## src/rtl/breakout_motion_pkg.sv

```systemverilog
// rtl/breakout_motion_pkg.sv - shared types, constants and helpers for ball motion control
package breakout_motion_pkg;

    typedef enum logic {
        ST_IDLE,
        ST_PLAY
    } ball_state_t;

    localparam logic [2:0] CODE_STILL      = 3'd4;
    localparam int         DEF_SPEED2_HITS = 4;
    localparam int         DEF_SPEED3_HITS = 12;

    // Outer paddle segments deflect harder than the inner ones.
    function automatic logic signed [2:0] zone_to_vx(input logic [1:0] zone);
        case (zone)
            2'd0:    return -3'sd2;
            2'd1:    return -3'sd1;
            2'd2:    return  3'sd1;
            default: return  3'sd2;
        endcase
    endfunction

    function automatic logic [2:0] encode_code(input logic signed [2:0] v);
        return CODE_STILL + $unsigned(v);
    endfunction

endpackage

```

## src/rtl/hit_event_latch.sv

```systemverilog
// rtl/hit_event_latch.sv - per-frame sticky collision flags with paddle zone capture
module hit_event_latch (
    input  logic       clk,
    input  logic       rst,
    input  logic       enable,
    input  logic       clear,
    input  logic       frame_tick,
    input  logic       paddle_hit,
    input  logic [1:0] paddle_zone,
    input  logic       side_hit,
    input  logic       top_hit,
    input  logic       brick_hit,
    output logic       paddle_flag,
    output logic [1:0] zone,
    output logic       side_flag,
    output logic       top_flag,
    output logic       brick_flag
);

    always_ff @(posedge clk or posedge rst) begin
        if (rst) begin
            paddle_flag <= 1'b0;
            zone        <= 2'd0;
            side_flag   <= 1'b0;
            top_flag    <= 1'b0;
            brick_flag  <= 1'b0;
        end else if (clear || !enable) begin
            paddle_flag <= 1'b0;
            zone        <= 2'd0;
            side_flag   <= 1'b0;
            top_flag    <= 1'b0;
            brick_flag  <= 1'b0;
        end else if (frame_tick) begin
            // Events coincident with the tick belong to the next frame.
            paddle_flag <= paddle_hit;
            zone        <= paddle_hit ? paddle_zone : zone;
            side_flag   <= side_hit;
            top_flag    <= top_hit;
            brick_flag  <= brick_hit;
        end else begin
            paddle_flag <= paddle_flag | paddle_hit;
            if (paddle_hit && !paddle_flag)
                zone <= paddle_zone;
            side_flag   <= side_flag  | side_hit;
            top_flag    <= top_flag   | top_hit;
            brick_flag  <= brick_flag | brick_hit;
        end
    end

endmodule

```

## src/rtl/ball_direction_control.sv

```systemverilog
// rtl/ball_direction_control.sv - serve/miss FSM and per-frame ball velocity code generation
module ball_direction_control
    import breakout_motion_pkg::*;
#(
    parameter int SPEED2_HITS = DEF_SPEED2_HITS,
    parameter int SPEED3_HITS = DEF_SPEED3_HITS
) (
    input  logic       CLK_DRV,
    input  logic       RESET,
    input  logic       FRAME_TICK,
    input  logic       SERVE,
    input  logic       SERVE_DIR,
    input  logic       BALL_MISS,
    input  logic       PADDLE_HIT,
    input  logic [1:0] PADDLE_ZONE,
    input  logic       SIDE_HIT,
    input  logic       TOP_HIT,
    input  logic       BRICK_HIT,
    output logic       CX0,
    output logic       CX1,
    output logic       X2,
    output logic       Y0,
    output logic       Y1,
    output logic       Y2,
    output logic       BALL_ACTIVE,
    output logic [1:0] SPEED
);

    localparam logic [3:0] HITS2 = 4'(SPEED2_HITS);
    localparam logic [3:0] HITS3 = 4'(SPEED3_HITS);

    ball_state_t       state;
    logic signed [2:0] vx;
    logic signed [2:0] vy;
    logic signed [2:0] vx_next;
    logic signed [2:0] vy_next;
    logic        [3:0] hit_count;
    logic              top_sticky;
    logic        [2:0] h_code;
    logic        [2:0] v_code;
    logic        [1:0] mag;
    logic signed [2:0] mag_s;
    logic signed [2:0] signed_mag;
    logic              vy_down;

    logic       paddle_flag;
    logic [1:0] zone;
    logic       side_flag;
    logic       top_flag;
    logic       brick_flag;

    hit_event_latch u_hit_event_latch (
        .clk         (CLK_DRV),
        .rst         (RESET),
        .enable      (state == ST_PLAY),
        .clear       (BALL_MISS),
        .frame_tick  (FRAME_TICK),
        .paddle_hit  (PADDLE_HIT),
        .paddle_zone (PADDLE_ZONE),
        .side_hit    (SIDE_HIT),
        .top_hit     (TOP_HIT),
        .brick_hit   (BRICK_HIT),
        .paddle_flag (paddle_flag),
        .zone        (zone),
        .side_flag   (side_flag),
        .top_flag    (top_flag),
        .brick_flag  (brick_flag)
    );

    always_comb begin
        mag = 2'd1;
        if (top_sticky || top_flag || hit_count >= HITS3)
            mag = 2'd3;
        else if (hit_count >= HITS2)
            mag = 2'd2;
    end

    // vy is never zero in play, so its sign bit alone gives the direction.
    assign vy_down    = !vy[2];
    assign mag_s      = signed'({1'b0, mag});
    assign signed_mag = vy_down ? mag_s : -mag_s;

    always_comb begin
        vy_next = signed_mag;
        if (paddle_flag && vy_down)
            vy_next = -mag_s;
        else if (top_flag && !vy_down)
            vy_next = mag_s;
        else if (brick_flag)
            vy_next = -signed_mag;

        vx_next = vx;
        if (paddle_flag)
            vx_next = zone_to_vx(zone);
        else if (side_flag)
            vx_next = -vx;
    end

    always_ff @(posedge CLK_DRV or posedge RESET) begin
        if (RESET) begin
            state       <= ST_IDLE;
            vx          <= 3'sd0;
            vy          <= 3'sd0;
            hit_count   <= 4'd0;
            top_sticky  <= 1'b0;
            h_code      <= CODE_STILL;
            v_code      <= CODE_STILL;
            BALL_ACTIVE <= 1'b0;
            SPEED       <= 2'd1;
        end else begin
            case (state)
                ST_IDLE: begin
                    if (SERVE) begin
                        state       <= ST_PLAY;
                        vx          <= SERVE_DIR ? 3'sd1 : -3'sd1;
                        vy          <= 3'sd1;
                        hit_count   <= 4'd0;
                        top_sticky  <= 1'b0;
                        h_code      <= encode_code(SERVE_DIR ? 3'sd1 : -3'sd1);
                        v_code      <= encode_code(3'sd1);
                        BALL_ACTIVE <= 1'b1;
                        SPEED       <= 2'd1;
                    end
                end
                default: begin
                    if (BALL_MISS) begin
                        state       <= ST_IDLE;
                        vx          <= 3'sd0;
                        vy          <= 3'sd0;
                        h_code      <= CODE_STILL;
                        v_code      <= CODE_STILL;
                        BALL_ACTIVE <= 1'b0;
                    end else begin
                        if (BRICK_HIT && hit_count != 4'd15)
                            hit_count <= hit_count + 4'd1;
                        if (FRAME_TICK) begin
                            vx         <= vx_next;
                            vy         <= vy_next;
                            h_code     <= encode_code(vx_next);
                            v_code     <= encode_code(vy_next);
                            top_sticky <= top_sticky | top_flag;
                            SPEED      <= mag;
                        end
                    end
                end
            endcase
        end
    end

    assign {X2, CX1, CX0} = h_code;
    assign {Y2, Y1, Y0}   = v_code;

endmodule
```

## config.mk

```make
export PLATFORM = sky130hd
export DESIGN_NAME = ball_direction_control
export DESIGN_NICKNAME = d
export VERILOG_FILES = /design/src/rtl/breakout_motion_pkg.sv /design/src/rtl/hit_event_latch.sv /design/src/rtl/ball_direction_control.sv
export SDC_FILE = /design/constraint.sdc
export NUM_CORES = 1
export LEC_CHECK = 0
export CAP_MARGIN = 20
export CORE_ASPECT_RATIO = 1.2
export CORE_UTILIZATION = 51
export DETAILED_ROUTE_END_ITERATION = 6
export PLACE_DENSITY = 0.87
export SYNTH_ARGS = -nofsm -noshare
export SYNTH_HDL_FRONTEND = slang
export SYNTH_SLANG_ARGS = --single-unit
```

## constraint.sdc

```tcl
create_clock -name CLK_DRV -period 1.5 [get_ports CLK_DRV]
set_clock_uncertainty 0.05 [all_clocks]
set_input_delay 0.3 -clock CLK_DRV [delete_from_list [all_inputs] [get_ports CLK_DRV]]
set_output_delay 0.3 -clock CLK_DRV [all_outputs]
set_load 0.005 [all_outputs]
```

==> metrics.txt, run 1 <==
Layout Utilization=0.6776; top cells by area, synth=dfrtp_1, dfstp_2, ha_1, a21oi_1, nor2_1; Syn Inst Count=124; hold_buf cts=0; worst hold path type=input port to async pin; Ys Warns=0; Worst-Margin Slew=between 300 and 400 ps; Crit. End Element=output port; number of synthesized flops with an enable pin=0; Avg WL per Cell=between 10 and 15 um; setup_tns=0 ps; most common cell after layout, fill and taps aside=dfrtp_1; Placer Congestion=0.8712; via count=988; Post-synth ARST share=1.000; area fraction of the dominant cell type after synthesis=0.4053; Synth area leader=dfrtp_1; Num CTS Buffers=3; Skew-Pair Late Insertion Delay=310 ps; largest net degree at the start of global routing=24; Die Wd=roughly 47 um; max cap viols=0; Synth Net Count=141; Sw Ratio=0.3015; Internal Power=1.014 mW; outcome=complete, no violations; H-Tree Depth=1; Comb pwr share=0.285; share of post-route cells with drive strength above 1=0.2065; Seq/Total Area, Yosys=0.4691; fmax=about 700 MHz; Remaining DRCs=0; dpl hpwl=1946 um; vias per inst=approximately 5.3; Post-Syn Area per Cell=between 9 and 10 um2; crit path DAT=roughly 1100 ps; IO Port Bufs=20; Slew Viols, Final=0; CP top delay family=flip-flops; Rows=19; Initial Util=0.5411; Vert. Die Dim=~56 um; vias in the first global route=~1000; CP Buf/Inv Count=1; Final Hold Fails=0; Clk Tree Root Cell=clkbuf_4; Switching Power=between 0.4 and 0.5 mW; Clock power frac=0.194; synth unique cells=37; power per cell area=approximately 940 mW/mm2; DIE AREA=between 0.002 and 0.003 mm2; Routed Antenna Nets=0; most frequent cells in the layout=dfrtp_1, nor2_1, inv_1, buf_4; setup violators final=0; Final Cycle Share=0.9581; CTS Buffer Depth=2; net count reported at finish=173; Max FO, Critical Path=2; Layout area overhead=25.23%; Period minus WS final=between 1000 and 1500 ps; Leakage=~0.74 nW; area of the mapped netlist=about 0.0012 mm2; I/O pin total=21; CP Class=flip-flop to output port; first drt pass iteration count=4; Worst VDD drop=a little over 700 uV; #FFs+latches synth=23; first-pass GRT wire length=4105 um; RSZ-0062 raised after global routing=no; Synth Flop Type=dfrtp_1; crit path cell chain=dlygate4sd2_1; slowest stage delay, CP=around 550 ps; detailed router's first-iteration violation count=31; sequential share of power=0.521; GRT Util Overall=0.2197; Worst Path Required=around 1200 ps; CP startpoint kind=flip-flop; CTS tree=built; final wirelength=about 2500 um; Worst path slowest cell=dfstp_2; Core ar.=approximately 0.0023 mm2; clk slew on worst S/H paths=about 120 ps; Slew HR=0.7749; number of antenna violations at the first check in global routing=0; GRT overflow=0; clk sinks=23; diodes inserted=0
-- power by group through the flow --
stage | clock [mW] | combinational (mW) | sequential [mW]
finish | 0.282 | 0.414 | 0.756
global route | 0.317 | 0.457 | 0.764
CTS | 0.288 | 0.423 | 0.751
detailed placement | 0 | 0.403 | 0.770
global placement | 0 | 0.383 | 0.766
floorplan | 0 | 0.238 | 0.755
-- sequential cells by signal, indices dropped and copies added (netlist names), 2 cells and up --
signal                  flops
SPEED                       2
u_hit_event_latch.zone      2
v_code                      3
h_code                      3
hit_count                   4
-- layout make-up --
class / count / area [um2]
fillers: 187 / 735.7
flip-flops and latches: 23 / 579.3
multi-input cells: 84 / 576.8
repair buffers: 32 / 279.0
inverters: 12 / 45.04
well taps: 31 / 38.79
clock buffers: 3 / 22.52
clock inverters: 1 / 5.005
-- timing repair --
action                     in CTS  in global routing
resized for setup               9                  2
setup endpoints to repair       9                  2
buffers inserted                5                  0
pin swaps                       0                  2
-- path summary, 6_finish.rpt --
check | slack (ps) | startpoint | depth (start not counted) | endpoint
max | 60 | v_code[2] | 1 | Y2
min in group CLK_DRV | 420 | v_code[2] | 2 | v_code[2]
max reg2reg | 100 | h_code[0] | 6 | vx[2]
min reg2reg | 420 | v_code[2] | 2 | v_code[2]
max in group asynchronous | 870 | RESET | 3 | SPEED[0]
min | 250 | RESET | 3 | vx[2]
-- per-stage QoR --
step	instances	instance area (um2)	total power, mW	hold slack, ps	setup slack, ps
3_3_place_gp	178	1494	1.149	404.1	-176.3
3_5_place_dp	178	1494	1.173	409.5	-220.3
2_1_floorplan	124	1235	0.9926	249.7	180.4
6_report	186	1546	1.451	252.3	62.89
4_1_cts	187	1548	1.463	257.5	27.99
5_1_grt	186	1546	1.538	288.8	22.58
-- synth_stat cells, types with 2 or more instances --
master and n:
dfrtp_1 20, nor2_1 16, a21oi_1 12, inv_1 12
nand2_1 10, ha_1 5, mux2i_1 5, nand3_1 4
o21ai_1 4, dfstp_2 3, o21ai_0 3, a21o_1 2
a31oi_1 2, buf_6 2, nand2_2 2
-- per-layer routing --
layer  vias up  share of wire  global-route usage
li1        484              -                   -
met1       473           0.41              0.2717
met2        24           0.53              0.3512
met3         7          0.036             0.03247
met4         0          0.029              0.1224
met5         -              0                   0
-- kinds of logic after synthesis --
logic type / count (synthesis) / share of synthesized area
fa+ha+maj: 5 / 0.05066
flops: 23 / 0.4691
buf+inv: 17 / 0.06889
xor+xnor: 1 / 0.007093
simple gates: 39 / 0.1571
compound gates: 33 / 0.1945
mux: 6 / 0.05268
No activity file was read; power rests on OpenSTA's default activity.
==> run 2, diff against run 1 <==
Settings changed: CORE_UTILIZATION 51 to 55, PLACE_DENSITY 0.87 to 0.92.
Clock period 1.5 ns to 1.8 ns, I/O delays scaled along.
==> run 2 against run 1 <==
Setup slack improved by 110 ps. Non-clock buffer count decreased by 7. Via count increased by 0.71%. Utilization increased by 4.1 points. Critical path depth unchanged.
==> metrics.txt, run 2 (synthesis results as in run 1) <==
outcome=complete, no violations; Clock power frac=0.194 (about the same); biggest regs=hit_count (4), h_code (3), v_code (3); Clk Tree Root Cell=clkbuf_4; detailed router's first-iteration violation count=24 (-23%); Largest register FFs=4 (unchanged); Period minus WS final=about 1600 ps; Max FO, Critical Path=3 (+1); fin area=0.001505 mm2 (-2.7%); Skew-Pair Late Insertion Delay=300 ps (about the same); CP Class=flip-flop to output port; Core ar.=0.002095 mm2 (-8.2%); Routed Antenna Nets=0 (unchanged); slowest stage delay, CP=510 ps (-40 ps); number of antenna violations at the first check in global routing=0 (unchanged); share of post-route cells with drive strength above 1=0.1554 (-0.05105); clk slew on worst S/H paths=120 ps (about the same); Layout area overhead=21.88%; CP startpoint kind=flip-flop; Post-DP Area=0.001470 mm2 (-1.6%); CP top delay family=buffers and inverters; Num CTS Buffers=3 (unchanged); Final Cycle Share=0.9016; post-CTS setup repair buffer count=0 (-5); CP Buf/Inv Count=1 (unchanged); vias in the first global route=972 (+0.10%); setup violators final=0 (unchanged); fmax=slightly above 600 MHz; I/O pin total=21 (unchanged); vias per inst=5.590 (+5.2%); Fillers=170 (-9.1%); Slew HR=0.7558 (-0.01907); area of the multi-input gates=570.5 um2 (-1.1%); Crit. End Element=output port; Sw Ratio=0.2959 (-0.005605); Slew Viols, Final=0 (unchanged); FF+latch area=579.3 um2 (unchanged); CTS tree=built; Worst Path Required=1390 ps (+240 ps); Rows=18 (-1); Final Hold Fails=0 (unchanged); DIE AREA=0.002439 mm2 (-7.0%); net count reported at finish=166 (-4.0%); sequential share of power=0.543 (+0.022); Internal Power=0.8302 mW (-18%); most frequent cells in the layout=dfrtp_1, clkdlybuf4s50_1, nor2_1, inv_1, a21oi_1; power per cell area=783.4 mW/mm2 (-17%); crit path DAT=1210 ps (+120 ps); Vert. Die Dim=53.91 um (-3.6%); diodes inserted=0 (unchanged); Comb pwr share=0.263 (-0.022); Switching Power=0.3489 mW (-20%); first-pass GRT wire length=4188 um (+2.0%); Leakage=0.7072 nW (-4.6%); dpl hpwl=1983 um (+1.9%); Placer Congestion=0.8467 (-2.8%); largest net degree at the start of global routing=14 (-42%); GRT overflow=0 (unchanged); setup_tns=0 ps (unchanged); via count=995 (+0.71%); clk sinks=23 (unchanged); GRT Util Overall=0.2456 (+0.02591); Die Wd=45.26 um (-3.5%); most common cell after layout, fill and taps aside=dfrtp_1; max cap viols=0 (unchanged); worst hold path type=input port to async pin; Worst-Margin Slew=365.8 ps (+28.21 ps); Initial Util=0.5896 (+0.04849); crit path cell chain=clkdlybuf4s50_1; IO Port Bufs=20 (unchanged); Remaining DRCs=0 (unchanged); Avg WL per Cell=14.27 um (+4.5%); RSZ-0062 raised after global routing=no; H-Tree Depth=1 (unchanged); first drt pass iteration count=4 (unchanged); Worst path slowest cell=clkdlybuf4s50_1; Worst VDD drop=554.3 uV (-23%); largest reg by FF count=hit_count; CTS Buffer Depth=2 (unchanged); final wirelength=2540 um (unchanged)
run 2: changes by cell type in the layout (fill, tap and decap cells not counted):
cell	previous run	this run
ha_2	1	0
a21oi_2	1	0
dlymetal6s2s_1	0	3
ha_1	4	5
a21oi_1	11	12
dlygate4sd2_1	9	0
buf_4	12	5
clkdlybuf4s50_1	11	17
run 2: power groups by stage:
stage / Combinational [mW] / Clock [mW] / Sequential (mW)
5_1_grt: 0.351 / 0.254 / 0.647
2_1_floorplan: 0.198 / 0 / 0.629
4_1_cts: 0.316 / 0.233 / 0.639
3_5_place_dp: 0.314 / 0 / 0.649
3_3_place_gp: 0.302 / 0 / 0.643
6_report: 0.311 / 0.229 / 0.640
run 2: path summary, 6_finish.rpt:
kind	startpoint	end	slack, ps	cells past startpoint
setup / recovery	h_code[1]	CX1	180	1
hold / removal	RESET	vy[2]	270	2
setup reg to reg	state	SPEED[0]	350	4
hold reg to reg	v_code[2]	v_code[2]	430	2
max in group asynchronous	RESET	h_code[0]	920	3
min in group CLK_DRV	v_code[2]	v_code[2]	430	2
run 2: per-stage QoR:
stage                     hold slack [ps]    util  total power, mW  setup slack, ps  std cells
after global routing                308.4  0.7186            1.252            128.8        178
after detailed placement            416.8  0.7019           0.9632            34.38        174
after global placement              402.8  0.7019           0.9451            69.11        174
after floorplan                     309.7       -           0.8272            480.4        124
final                               270.7  0.7186            1.179            177.1        178
after CTS                           292.5  0.7151            1.188            2.796        178
run 2: routing by layer:
| layer | up-vias | global-route usage | part of all wire |
|---|---|---|---|
| met2 | 19 | 0.4227 | 0.54 |
| met3 | 8 | 0.05034 | 0.025 |
| met4 | 0 | 0.1212 | 0.024 |
| met5 | - | 0 | 0 |
| met1 | 495 | 0.2876 | 0.41 |
| li1 | 473 | - | - |
run 2: repair_timing:
action	4_1_cts	5_1_grt
setup endpoints to repair	0	3
resized for setup	0	3
hold buffers	0	0
endpoints found under the hold margin	0	0
run 2: final cells by class:
| class | count | area share |
|---|---|---|
| sequential | 23 | 0.3849 |
| multi-input combinational | 84 | 0.3791 |
| timing repair buffer | 25 | 0.1629 |
| inverter | 12 | 0.02993 |
| tap | 30 | 0.02494 |
| clock buffer | 3 | 0.01496 |
| clock inverter | 1 | 0.003325 |
==> run 3, diff against run 2 <==
Settings changed: CELL_PAD_IN_SITES_DETAIL_PLACEMENT from default to 1, CELL_PAD_IN_SITES_GLOBAL_PLACEMENT from default to 1, CORE_UTILIZATION 55 to 43, PLACE_DENSITY 0.92 to 0.93, SKIP_LAST_GASP from default to 1.
==> run 3 against run 2 <==
Critical endpoint is now X2. Sequential power barely moved. First-iteration DRC count fell by 33%. Die area rose by 27%. Sequential share of layout area rose by 0.16 points. Largest power group unchanged. Sequential cell count did not move. Setup slack got worse by 120 ps. Via count fell by 1.3%. Clock-buffer cell count did not move. Combinational power rose by 3%.
==> metrics.txt, run 3 (synthesis results as in run 1) <==
Layout area overhead=21.38%; M3 GR Usage=0.03008 (-0.02026); fmax=572.3 MHz (-7.1%); most common cell after layout, fill and taps aside=dfrtp_1; met2 usage=0.3910 (-0.03173); via count=982 (-1.3%); largest reg by FF count=hit_count; crit path DAT=1340 ps (+130 ps); dpl hpwl=2118 um (+6.8%); Max FO, Critical Path=2 (-1); DIE AREA=0.003091 mm2 (+27%); routing usage on met1=0.2568 (-0.03080); Initial Util=0.4700 (-0.1196); Slew Viols, Final=0 (unchanged); slowest stage delay, CP=550 ps (+40 ps); Non-Filler Instances=180 (+1.1%); Period minus WS final=1747 ps (+124.5 ps); first drt pass iteration count=4 (unchanged); Slew HR=0.7609 (+0.005069); Worst VDD drop=522.8 uV (-5.7%); Skew-Pair Late Insertion Delay=310 ps (about the same); Crit. End Element=output port; Core ar.=0.002628 mm2 (+25%); Final Hold Fails=0 (unchanged); CP Class=flip-flop to output port; max cap viols=0 (unchanged); net count reported at finish=165 (-0.60%); clk sinks=23 (unchanged); CP top delay family=flip-flops; setup_tns=0 ps (unchanged); Worst path slowest cell=dfstp_2; biggest regs=hit_count (4), h_code (3), v_code (3); outcome=complete, no violations; Die Wd=50.92 um (+13%); vias per inst=5.456 (-2.4%); Clk Tree Root Cell=clkbuf_4; Rows=20 (+2); Num CTS Buffers=3 (unchanged); CP startpoint kind=flip-flop; Vert. Die Dim=60.71 um (+13%); number of antenna violations at the first check in global routing=0 (unchanged); CTS tree=built; first-pass GRT wire length=4754 um (+14%); Worst-Margin Slew=358.6 ps (-7.201 ps); RSZ-0062 raised after global routing=no; Cells after DPL=176 (+1.1%); Remaining DRCs=0 (unchanged); Avg WL per Cell=15.66 um (+9.7%); setup violators final=0 (unchanged); largest net degree at the start of global routing=24 (+10); H-Tree Depth=1 (unchanged); Leakage=0.6936 nW (-1.9%); share of post-route cells with drive strength above 1=0.1497 (-0.005746); detailed router's first-iteration violation count=16 (-33%); Largest register FFs=4 (unchanged); worst hold path type=input port to async pin; I/O pin total=21 (unchanged); CTS Buffer Depth=2 (unchanged); vias in the first global route=1050 (+8.0%); WHS=320.5 ps (+49.84 ps); final wirelength=2818 um (+11%); GRT overflow=0 (unchanged); most frequent cells in the layout=dfrtp_1, clkdlybuf4s50_1, nor2_1, inv_1, a21oi_1; Worst Path Required=1390 ps (about the same); Routed Antenna Nets=0 (unchanged); CP Buf/Inv Count=1 (unchanged); IO Port Bufs=20 (unchanged); Final Cycle Share=0.9708 (+0.06915); global routing's busiest layer=met2; total power=1.198 mW (+1.6%); power per cell area=798.9 mW/mm2 (+2.0%); diodes inserted=0 (unchanged); Placer Congestion=0.7744 (-8.5%); GRT Util Overall=0.2102 (-0.03540); crit path cell chain=clkdlybuf4s50_1; clk slew on worst S/H paths=130 ps (about the same)
run 3: where the power goes:
part	switching [mW]	leakage, nW	internal [mW]	total, mW
clock	0.155	0.0177	0.0829	0.237
combinational	0.150	0.384	0.169	0.319
sequential	0.0600	0.292	0.581	0.641
total	0.365	0.694	0.833	1.20
run 3: layer usage:
| layer | up-vias | routed length [um] |
|---|---|---|
| met4 | 0 | 0 |
| met1 | 495 | 1219 |
| li1 | 470 | - |
| met3 | 0 | 90 |
| met5 | - | 0 |
| met2 | 17 | 1508 |
run 3: what timing repair did:
action,4_1_cts,5_1_grt
endpoints found under the setup margin,0,2
resized for setup,0,2
hold buffers,0,0
setup buffers,0,0
run 3: per-stage QoR:
| stage | util | area, um2 | setup slack, ps |
|---|---|---|---|
| after floorplan | - | 1235 | 480.4 |
| after CTS | 0.5686 | 1494 | 15.27 |
| after global placement | 0.5581 | 1466 | 69.54 |
| after global routing | 0.5705 | 1499 | 9.745 |
| after detailed placement | 0.5581 | 1466 | 21.01 |
| final | 0.5705 | 1499 | 52.60 |
run 3: final timing paths:
| kind | startpoint | end | slack (ps) | cells past startpoint |
|---|---|---|---|---|
| setup / recovery | h_code[2] | X2 | 50 | 1 |
| hold / removal | RESET | u_hit_event_latch.side_flag | 320 | 3 |
| setup reg to reg | state | SPEED[0] | 320 | 4 |
| hold reg to reg | v_code[2] | v_code[2] | 430 | 2 |
| max in group asynchronous | RESET | SPEED[0] | 1080 | 3 |
| min in group CLK_DRV | v_code[2] | v_code[2] | 430 | 2 |
run 3: final cells by class:
| class | instances | area [um2] |
|---|---|---|
| Timing Repair Buffer | 24 | 235.2 |
| Multi-Input combinational cell | 84 | 570.5 |
| Tap cell | 33 | 41.29 |
| Clock inverter | 1 | 5.005 |
| Inverter | 12 | 45.04 |
| Fill cell | 315 | 1129 |
| Sequential cell | 23 | 579.3 |
| Clock buffer | 3 | 22.52 |
